===== src/rtl/disp_pkg.sv =====
// Shared glyphs, FSM state type and helpers for the multiplexed seven-segment driver.
// HEX_MODE_EN enables the A..F glyphs in seg_encode.
package disp_pkg;

  // Active-low {dp,g,f,e,d,c,b,a}, dp off
  localparam logic [7:0] SEG_0     = 8'hC0;
  localparam logic [7:0] SEG_1     = 8'hF9;
  localparam logic [7:0] SEG_2     = 8'hA4;
  localparam logic [7:0] SEG_3     = 8'hB0;
  localparam logic [7:0] SEG_4     = 8'h99;
  localparam logic [7:0] SEG_5     = 8'h92;
  localparam logic [7:0] SEG_6     = 8'h82;
  localparam logic [7:0] SEG_7     = 8'hF8;
  localparam logic [7:0] SEG_8     = 8'h80;
  localparam logic [7:0] SEG_9     = 8'h90;
  localparam logic [7:0] SEG_A     = 8'h88;
  localparam logic [7:0] SEG_B     = 8'h83;
  localparam logic [7:0] SEG_C     = 8'hC6;
  localparam logic [7:0] SEG_D     = 8'hA1;
  localparam logic [7:0] SEG_E     = 8'h86;
  localparam logic [7:0] SEG_F     = 8'h8E;
  localparam logic [7:0] SEG_BLANK = 8'hFF;
  localparam logic [7:0] SEG_DASH  = 8'hBF;

  typedef enum logic [1:0] {
    IDLE = 2'd0,
    CONV = 2'd1,
    LOAD = 2'd2
  } state_t;

  function automatic logic [7:0] seg_encode(input logic [3:0] nib);
    logic [7:0] g;
    case (nib)
      4'd0:    g = SEG_0;
      4'd1:    g = SEG_1;
      4'd2:    g = SEG_2;
      4'd3:    g = SEG_3;
      4'd4:    g = SEG_4;
      4'd5:    g = SEG_5;
      4'd6:    g = SEG_6;
      4'd7:    g = SEG_7;
      4'd8:    g = SEG_8;
      4'd9:    g = SEG_9;
`ifdef HEX_MODE_EN
      4'd10:   g = SEG_A;
      4'd11:   g = SEG_B;
      4'd12:   g = SEG_C;
      4'd13:   g = SEG_D;
      4'd14:   g = SEG_E;
      4'd15:   g = SEG_F;
`endif
      default: g = SEG_BLANK;
    endcase
    return g;
  endfunction

  function automatic logic [63:0] pow10(input int unsigned n);
    logic [63:0] p;
    p = 64'd1;
    for (int unsigned k = 0; k < n; k++) p = p * 64'd10;
    return p;
  endfunction

endpackage


===== src/rtl/disp_mux_seg_n_bin2bcd.sv =====
// bin2bcd_seq: sequential double-dabble, one shift/add-3 step per clock after i_start.
module bin2bcd_seq
  import disp_pkg::*;
#(
  parameter int unsigned DATA_W = 14,
  parameter int unsigned DIGITS = 4
) (
  input  logic                  clk,
  input  logic                  rst,
  input  logic                  i_start,
  input  logic [DATA_W-1:0]     i_bin,
  output logic                  o_done_c,
  output logic [4*DIGITS-1:0]   o_bcd
);

  localparam int unsigned BCD_W = 4 * DIGITS;
  localparam int unsigned CNT_W = (DATA_W > 1) ? $clog2(DATA_W) : 1;

  logic [DATA_W-1:0] r_bin;
  logic [BCD_W-1:0]  r_bcd;
  logic [BCD_W-1:0]  w_adj;
  logic [CNT_W-1:0]  r_cnt;
  logic              r_busy;

  // Add 3 to every digit >= 5 before the shift; digits above DIGITS are dropped
  always_comb begin
    w_adj = r_bcd;
    for (int i = 0; i < int'(DIGITS); i++) begin
      if (r_bcd[4*i +: 4] >= 4'd5) w_adj[4*i +: 4] = r_bcd[4*i +: 4] + 4'd3;
    end
  end

  always_ff @(posedge clk) begin
    if (rst) begin
      r_bin  <= '0;
      r_bcd  <= '0;
      r_cnt  <= '0;
      r_busy <= 1'b0;
    end else if (i_start) begin
      r_bin  <= i_bin;
      r_bcd  <= '0;
      r_cnt  <= '0;
      r_busy <= 1'b1;
    end else if (r_busy) begin
      r_bcd  <= {w_adj[BCD_W-2:0], r_bin[DATA_W-1]};
      r_bin  <= {r_bin[DATA_W-2:0], 1'b0};
      r_cnt  <= r_cnt + CNT_W'(1);
      if (r_cnt == CNT_W'(DATA_W - 1)) r_busy <= 1'b0;
    end
  end

  assign o_done_c = r_busy && (r_cnt == CNT_W'(DATA_W - 1));
  assign o_bcd    = r_bcd;

endmodule


===== src/rtl/disp_mux_seg_n.sv =====
// disp_mux_seg_n: N-digit multiplexed seven-segment driver with valid/ready input and BCD conversion.
// Define HEX_MODE_EN to add the hex_mode input (direct nibble display, no conversion).
module disp_mux_seg_n
  import disp_pkg::*;
#(
  parameter int unsigned CLK_HZ     = 50_000_000,
  parameter int unsigned SCAN_HZ    = 1_000,
  parameter int unsigned DIGITS     = 4,
  parameter int unsigned DATA_W     = 14,
  parameter bit          ACTIVE_LOW = 1'b1
) (
  input  logic              clk,
  input  logic              rst,
  input  logic [DATA_W-1:0] in_data,
  input  logic              in_valid,
  output logic              in_ready,
  input  logic [DIGITS-1:0] dp_in,
  input  logic              blank_lz,
`ifdef HEX_MODE_EN
  input  logic              hex_mode,
`endif
  output logic              ovf,
  output logic [7:0]        seg,
  output logic [DIGITS-1:0] dig
);

  localparam int unsigned SCAN_DIV = CLK_HZ / (SCAN_HZ * DIGITS);
  localparam int unsigned DIV_W    = (SCAN_DIV > 1) ? $clog2(SCAN_DIV) : 1;
  localparam int unsigned IDX_W    = (DIGITS > 1) ? $clog2(DIGITS) : 1;
  localparam int unsigned BCD_W    = 4 * DIGITS;
  localparam logic [63:0] OVF_LIM  = pow10(DIGITS);
  localparam logic [7:0]        SEG_XOR = ACTIVE_LOW ? 8'h00 : 8'hFF;
  localparam logic [DIGITS-1:0] DIG_XOR = ACTIVE_LOW ? '0 : '1;

  state_t            r_state, w_state_nx;
  logic              r_ready, w_accept, w_done_c;
  logic [DATA_W-1:0] r_bin;
  logic [DIGITS-1:0] r_dp;
  logic [BCD_W-1:0]  w_bcd, w_src;
  logic              w_ovf_nx, w_lead;
  logic [3:0]        w_nib;
  logic [7:0]        w_load_glyph [DIGITS];
  logic [7:0]        r_glyph [DIGITS];
  logic [7:0]        w_cur;
  logic [DIV_W-1:0]  r_div;
  logic [IDX_W-1:0]  r_idx;
  logic              w_tick;
  logic              r_ovf;
  logic [7:0]        r_seg;
  logic [DIGITS-1:0] r_dig;
`ifdef HEX_MODE_EN
  logic                    r_hex;
  logic [DATA_W+BCD_W-1:0] w_bin_ext;
  assign w_bin_ext = {{BCD_W{1'b0}}, r_bin};
`endif

  bin2bcd_seq #(.DATA_W(DATA_W), .DIGITS(DIGITS)) u_bcd (
    .clk      (clk),
    .rst      (rst),
    .i_start  (w_accept),
    .i_bin    (in_data),
    .o_done_c (w_done_c),
    .o_bcd    (w_bcd)
  );

  always_ff @(posedge clk) begin
    if (rst) begin
      r_state <= IDLE;
      r_ready <= 1'b1;
    end else begin
      r_state <= w_state_nx;
      r_ready <= (w_state_nx == IDLE);
    end
  end

  always_comb begin
    w_state_nx = r_state;
    w_accept   = 1'b0;
    case (r_state)
      IDLE: if (in_valid) begin
        w_accept   = 1'b1;
        w_state_nx = CONV;
`ifdef HEX_MODE_EN
        if (hex_mode) w_state_nx = LOAD;
`endif
      end
      CONV:    if (w_done_c) w_state_nx = LOAD;
      LOAD:    w_state_nx = IDLE;
      default: w_state_nx = IDLE;
    endcase
  end

  always_ff @(posedge clk) begin
    if (rst) begin
      r_bin <= '0;
      r_dp  <= '0;
`ifdef HEX_MODE_EN
      r_hex <= 1'b0;
`endif
    end else if (w_accept) begin
      r_bin <= in_data;
      r_dp  <= dp_in;
`ifdef HEX_MODE_EN
      r_hex <= hex_mode;
`endif
    end
  end

  // Digit source and overflow for the pending LOAD
  always_comb begin
    w_src    = w_bcd;
    w_ovf_nx = (64'(r_bin) >= OVF_LIM);
`ifdef HEX_MODE_EN
    if (r_hex) begin
      w_src    = w_bin_ext[BCD_W-1:0];
      w_ovf_nx = |w_bin_ext[DATA_W+BCD_W-1:BCD_W];
    end
`endif
  end

  // Walk from the top digit down; leading zeros stay blank until the first non-zero digit
  always_comb begin
    w_lead = 1'b1;
    w_nib  = 4'd0;
    for (int i = int'(DIGITS) - 1; i >= 0; i--) begin
      w_nib           = w_src[4*i +: 4];
      w_load_glyph[i] = seg_encode(w_nib);
      if (i != 0) begin
        w_lead = w_lead && (w_nib == 4'd0);
        if (blank_lz && w_lead) w_load_glyph[i] = SEG_BLANK;
      end
      if (w_ovf_nx)     w_load_glyph[i] = SEG_DASH;
      else if (r_dp[i]) w_load_glyph[i][7] = 1'b0;
    end
  end

  always_ff @(posedge clk) begin
    if (rst) begin
      for (int i = 0; i < int'(DIGITS); i++) r_glyph[i] <= SEG_BLANK;
      r_ovf <= 1'b0;
    end else if (r_state == LOAD) begin
      for (int i = 0; i < int'(DIGITS); i++) r_glyph[i] <= w_load_glyph[i];
      r_ovf <= w_ovf_nx;
    end
  end

  // Bypass during LOAD so the new glyph reaches seg on the cycle after LOAD
  always_comb begin
    w_cur = (r_state == LOAD) ? w_load_glyph[r_idx] : r_glyph[r_idx];
  end

  assign w_tick = (r_div == DIV_W'(SCAN_DIV - 1));

  always_ff @(posedge clk) begin
    if (rst) begin
      r_div <= '0;
      r_idx <= '0;
      r_seg <= SEG_BLANK ^ SEG_XOR;
      r_dig <= {DIGITS{1'b1}} ^ DIG_XOR;
    end else begin
      r_div <= w_tick ? '0 : r_div + DIV_W'(1);
      if (w_tick) r_idx <= (r_idx == IDX_W'(DIGITS - 1)) ? '0 : r_idx + IDX_W'(1);
      r_seg <= w_cur ^ SEG_XOR;
      r_dig <= ~(DIGITS'(1) << r_idx) ^ DIG_XOR;
    end
  end

  assign in_ready = r_ready;
  assign ovf      = r_ovf;
  assign seg      = r_seg;
  assign dig      = r_dig;

endmodule


===== config.mk =====
export PLATFORM = sky130hd
export DESIGN_NAME = disp_mux_seg_n
export DESIGN_NICKNAME = d
export VERILOG_FILES = /design/src/rtl/disp_pkg.sv /design/src/rtl/disp_mux_seg_n_bin2bcd.sv /design/src/rtl/disp_mux_seg_n.sv
export SDC_FILE = /design/constraint.sdc
export NUM_CORES = 1
export LEC_CHECK = 0
export CAP_MARGIN = 20
export CELL_PAD_IN_SITES_DETAIL_PLACEMENT = 1
export CELL_PAD_IN_SITES_GLOBAL_PLACEMENT = 2
export CORE_MARGIN = 5
export CORE_UTILIZATION = 39
export CTS_BUF_LIST = sky130_fd_sc_hd__clkbuf_8
export CTS_CLUSTER_SIZE = 25
export DETAILED_ROUTE_END_ITERATION = 10
export GPL_TIMING_DRIVEN = 0
export PLACE_DENSITY = 0.88
export SYNTH_ARGS = -nofsm -noshare
export SYNTH_HDL_FRONTEND = slang
export SYNTH_HIERARCHICAL = 1
export SYNTH_SLANG_ARGS = --single-unit

===== constraint.sdc =====
create_clock -name clk -period 2.9 [get_ports clk]
set_input_delay 0.725 -clock clk [delete_from_list [all_inputs] [get_ports clk]]
set_output_delay 0.725 -clock clk [all_outputs]
set_load 0.01 [all_outputs]

==> impl_metrics.csv <==
group,metric,value,unit
status,status,"finished clean",
drt,wl_met3,650,µm
synthesis,synthCells,660,
synthesis,synth_area,6160,µm²
clock_tree,cts_tree,"built",
timing,fin_skew,11.1,ps
critical_path,crit_path_end_kind,"register",
placed_design,pre_cts_ws,-444,ps
final_layout,areaGrowthSynthToFinish,16.3,%
timing,timing.final.ws_setup,208,ps
synthesis,synth-async-reset-ratio,0,
synthesis,synth-seq-cells,115,
pwr,p_leak,2.42,nW
critical_path,required,3280,ps
grt,grt_max_degree,39,
final_layout,fin_area,7160,µm²
drt,drcViolationCount,0,
clock_tree,htreeDepth,4,
final_layout,drive_above_1_share,0.113,
pwr,p_total,3.54,mW
final_layout,antennaDiodeCount,0,
drt,wl_per_cell,17.2,µm
timing,final_max_slew_viol_count,0,
grt,grt_pass1_vias,5083,
placed_design,hpwl,12200,µm
job,maxCapViolations,0,
worst_hold_path,hp-class,"register to register",
floorplanning,dieArea,18400,µm²
clock_tree,path_clk_slew,70,ps
synthesis,synth.area.top_cells,"dfxtp_1, edfxtp_1, ha_1, nand2_1, nor2_1",
synthesis,syn_area_per_cell,9.33,µm²
drt,route.vias.total,5009,
drt,ant_nets,0,
drt,top_layer,"met4",
drt,drtIter0Drc,312,
timing,setup_viol,0,
synthesis,netlist_top_cells_count,"nand2_1, dfxtp_1, nor2_1, a21oi_1, ha_1",
floorplanning,start_util,0.392,
clock_tree,clk_latency,440,ps
floorplanning,core_area,15700,µm²
critical_path,worst-path-max-fanout,38,
drt,vias_per_cell,5.32,
final_layout,finalNetCount,770,
clock_tree,clockBufferDepth,2,
floorplanning,ios,36,
clock_tree,cts_hold_buf,0,
synthesis,synth_edf_count,32,
floorplanning,row_count,46,
floorplanning,die_y,136,µm
synthesis,ys.flop_type,"dfxtp_1",
grt,gr-total-overflow,0,
drt,wl_met1,7260,µm
timing,relSlewSlack,0.388,
critical_path,crit_arrival,3070,ps
timing,period_needed,2690,ps
drt,wirelength,16200,µm
synthesis,ys_types,66,
pwr,ir_drop,0.000308,V
synthesis,syn-num-nets,717,
critical_path,critPathLaunchType,"input port",
timing,fmax,371,MHz
clock_tree,clock_sinks,115,
synthesis,synth_top_area_frac,0.270,
grt,antenna_found_initial,0,
timing,rsz0062_at_grt,"no",
timing,worst-slew-pin-transition,917,ps
floorplanning,die_w,136,µm
final_layout,nFillCells,1827,
clock_tree,root_buffer,"clkbuf_8",
pwr,p_per_area,494,nW/µm²
placed_design,place.gp.congestion,0.868,
drt,wl_met2,8030,µm
timing,hold_violations,0,
placed_design,place_area,6780,µm²
placed_design,port_buffers,35,
grt,grt_pass1_wl,26200,µm
timing,fin_hold_ws,449,ps
drt,drt_pass1_iterations,5,
synthesis,yosysWarnings,6,
clock_tree,cts_buffers,17,
synthesis,yosys.area.top_type,"dfxtp_1",
synthesis,synth-seq-area-share,0.426,
grt,grt.total_usage,0.182,
synthesis,yosysMostFrequentCell,"nand2_1",
critical_path,crit_type,"input port to register",
timing,finalCritPeriodShare,0.928,
==> routing by layer <==
layer	vias up	GRT usage
met5	-	0
met4	0	0.0594
met3	20	0.0405
met2	99	0.309
met1	2435	0.229
li1	2455	-
==> report_power, final <==
part | internal [mW] | leakage (nW) | switching (mW)
Sequential | 1.69 | 0.893 | 0.0379
Clock | 0.776 | 0.187 | 0.677
Combinational | 0.148 | 1.34 | 0.210
==> cells in the final DEF, fill, tap and decap left out, drive strengths merged, types with 32 or more instances in the layout <==
cell	synthesis	routed
clkbuf	17	34
dfxtp	83	83
nor2	61	61
nand2	84	84
clkdlybuf4s50	0	35
ha	35	35
inv	32	34
o21ai	40	40
a21oi	35	35
edfxtp	32	32
==> cells by family after synthesis <==
| family | Yosys count | share of synthesized area |
|---|---|---|
| mux | 41 | 0.0902 |
| fa+ha+maj | 35 | 0.0711 |
| simple gates | 250 | 0.200 |
| flops | 115 | 0.426 |
| xor+xnor | 16 | 0.0228 |
| buf+inv | 68 | 0.0494 |
| compound gates | 135 | 0.140 |
==> through the flow <==
step	instances	TNS (ps)	utilization
after floorplan	660	0	-
after global placement	911	-23730	0.432
after detailed placement	911	-7090	0.432
after CTS	943	0	0.456
after global routing	942	0	0.456
final	942	0	0.456
==> area by class of cell <==
type / count / area [µm²] / area share
buffer: 35 / 183 / 0.0255
multi-input combinational: 477 / 3230 / 0.451
timing repair buffer: 35 / 350 / 0.0489
inverter: 32 / 120 / 0.0168
clock inverter: 14 / 138 / 0.0192
tap: 216 / 270 / 0.0377
clock buffer: 18 / 248 / 0.0346
sequential: 115 / 2620 / 0.366
==> sequential cells by signal, summed over array words and instances (netlist names), named ones only <==
register      cells
u_bcd/r_cnt       4
seg               8
r_state           2
r_dp              4
ovf               1
r_idx             2
r_div            14
in_ready          1
r_bin            10
dig               4
u_bcd/r_busy      1
u_bcd/o_bcd      16
r_glyph          32
u_bcd/r_bin      14
==> critical path: stages <==
cell and delay (ps):
clkdlybuf4s50_1 730, or2_1 170, clkbuf_2 700, o21ai_1 170, a41oi_1 250, o21a_1 150
o32a_1 160
==> worst paths after layout <==
kind	startpoint	end	slack [ps]	cells after the start
max reg2reg	u_bcd/o_bcd[12]$_SDFFE_PP0P_	seg[1]$_SDFF_PP1_	350	8
min reg2reg	r_div[0]$_SDFF_PP0_	r_div[0]$_SDFF_PP0_	450	1
min	r_div[0]$_SDFF_PP0_	r_div[0]$_SDFF_PP0_	450	1
max	rst	seg[1]$_SDFF_PP1_	210	7
==> timing repair <==
item | CTS | global route
buffers inserted | 0 | 0
setup endpoints to repair | 0 | 6
resized for setup | 0 | 2
Power figures use the tool's default switching activity.
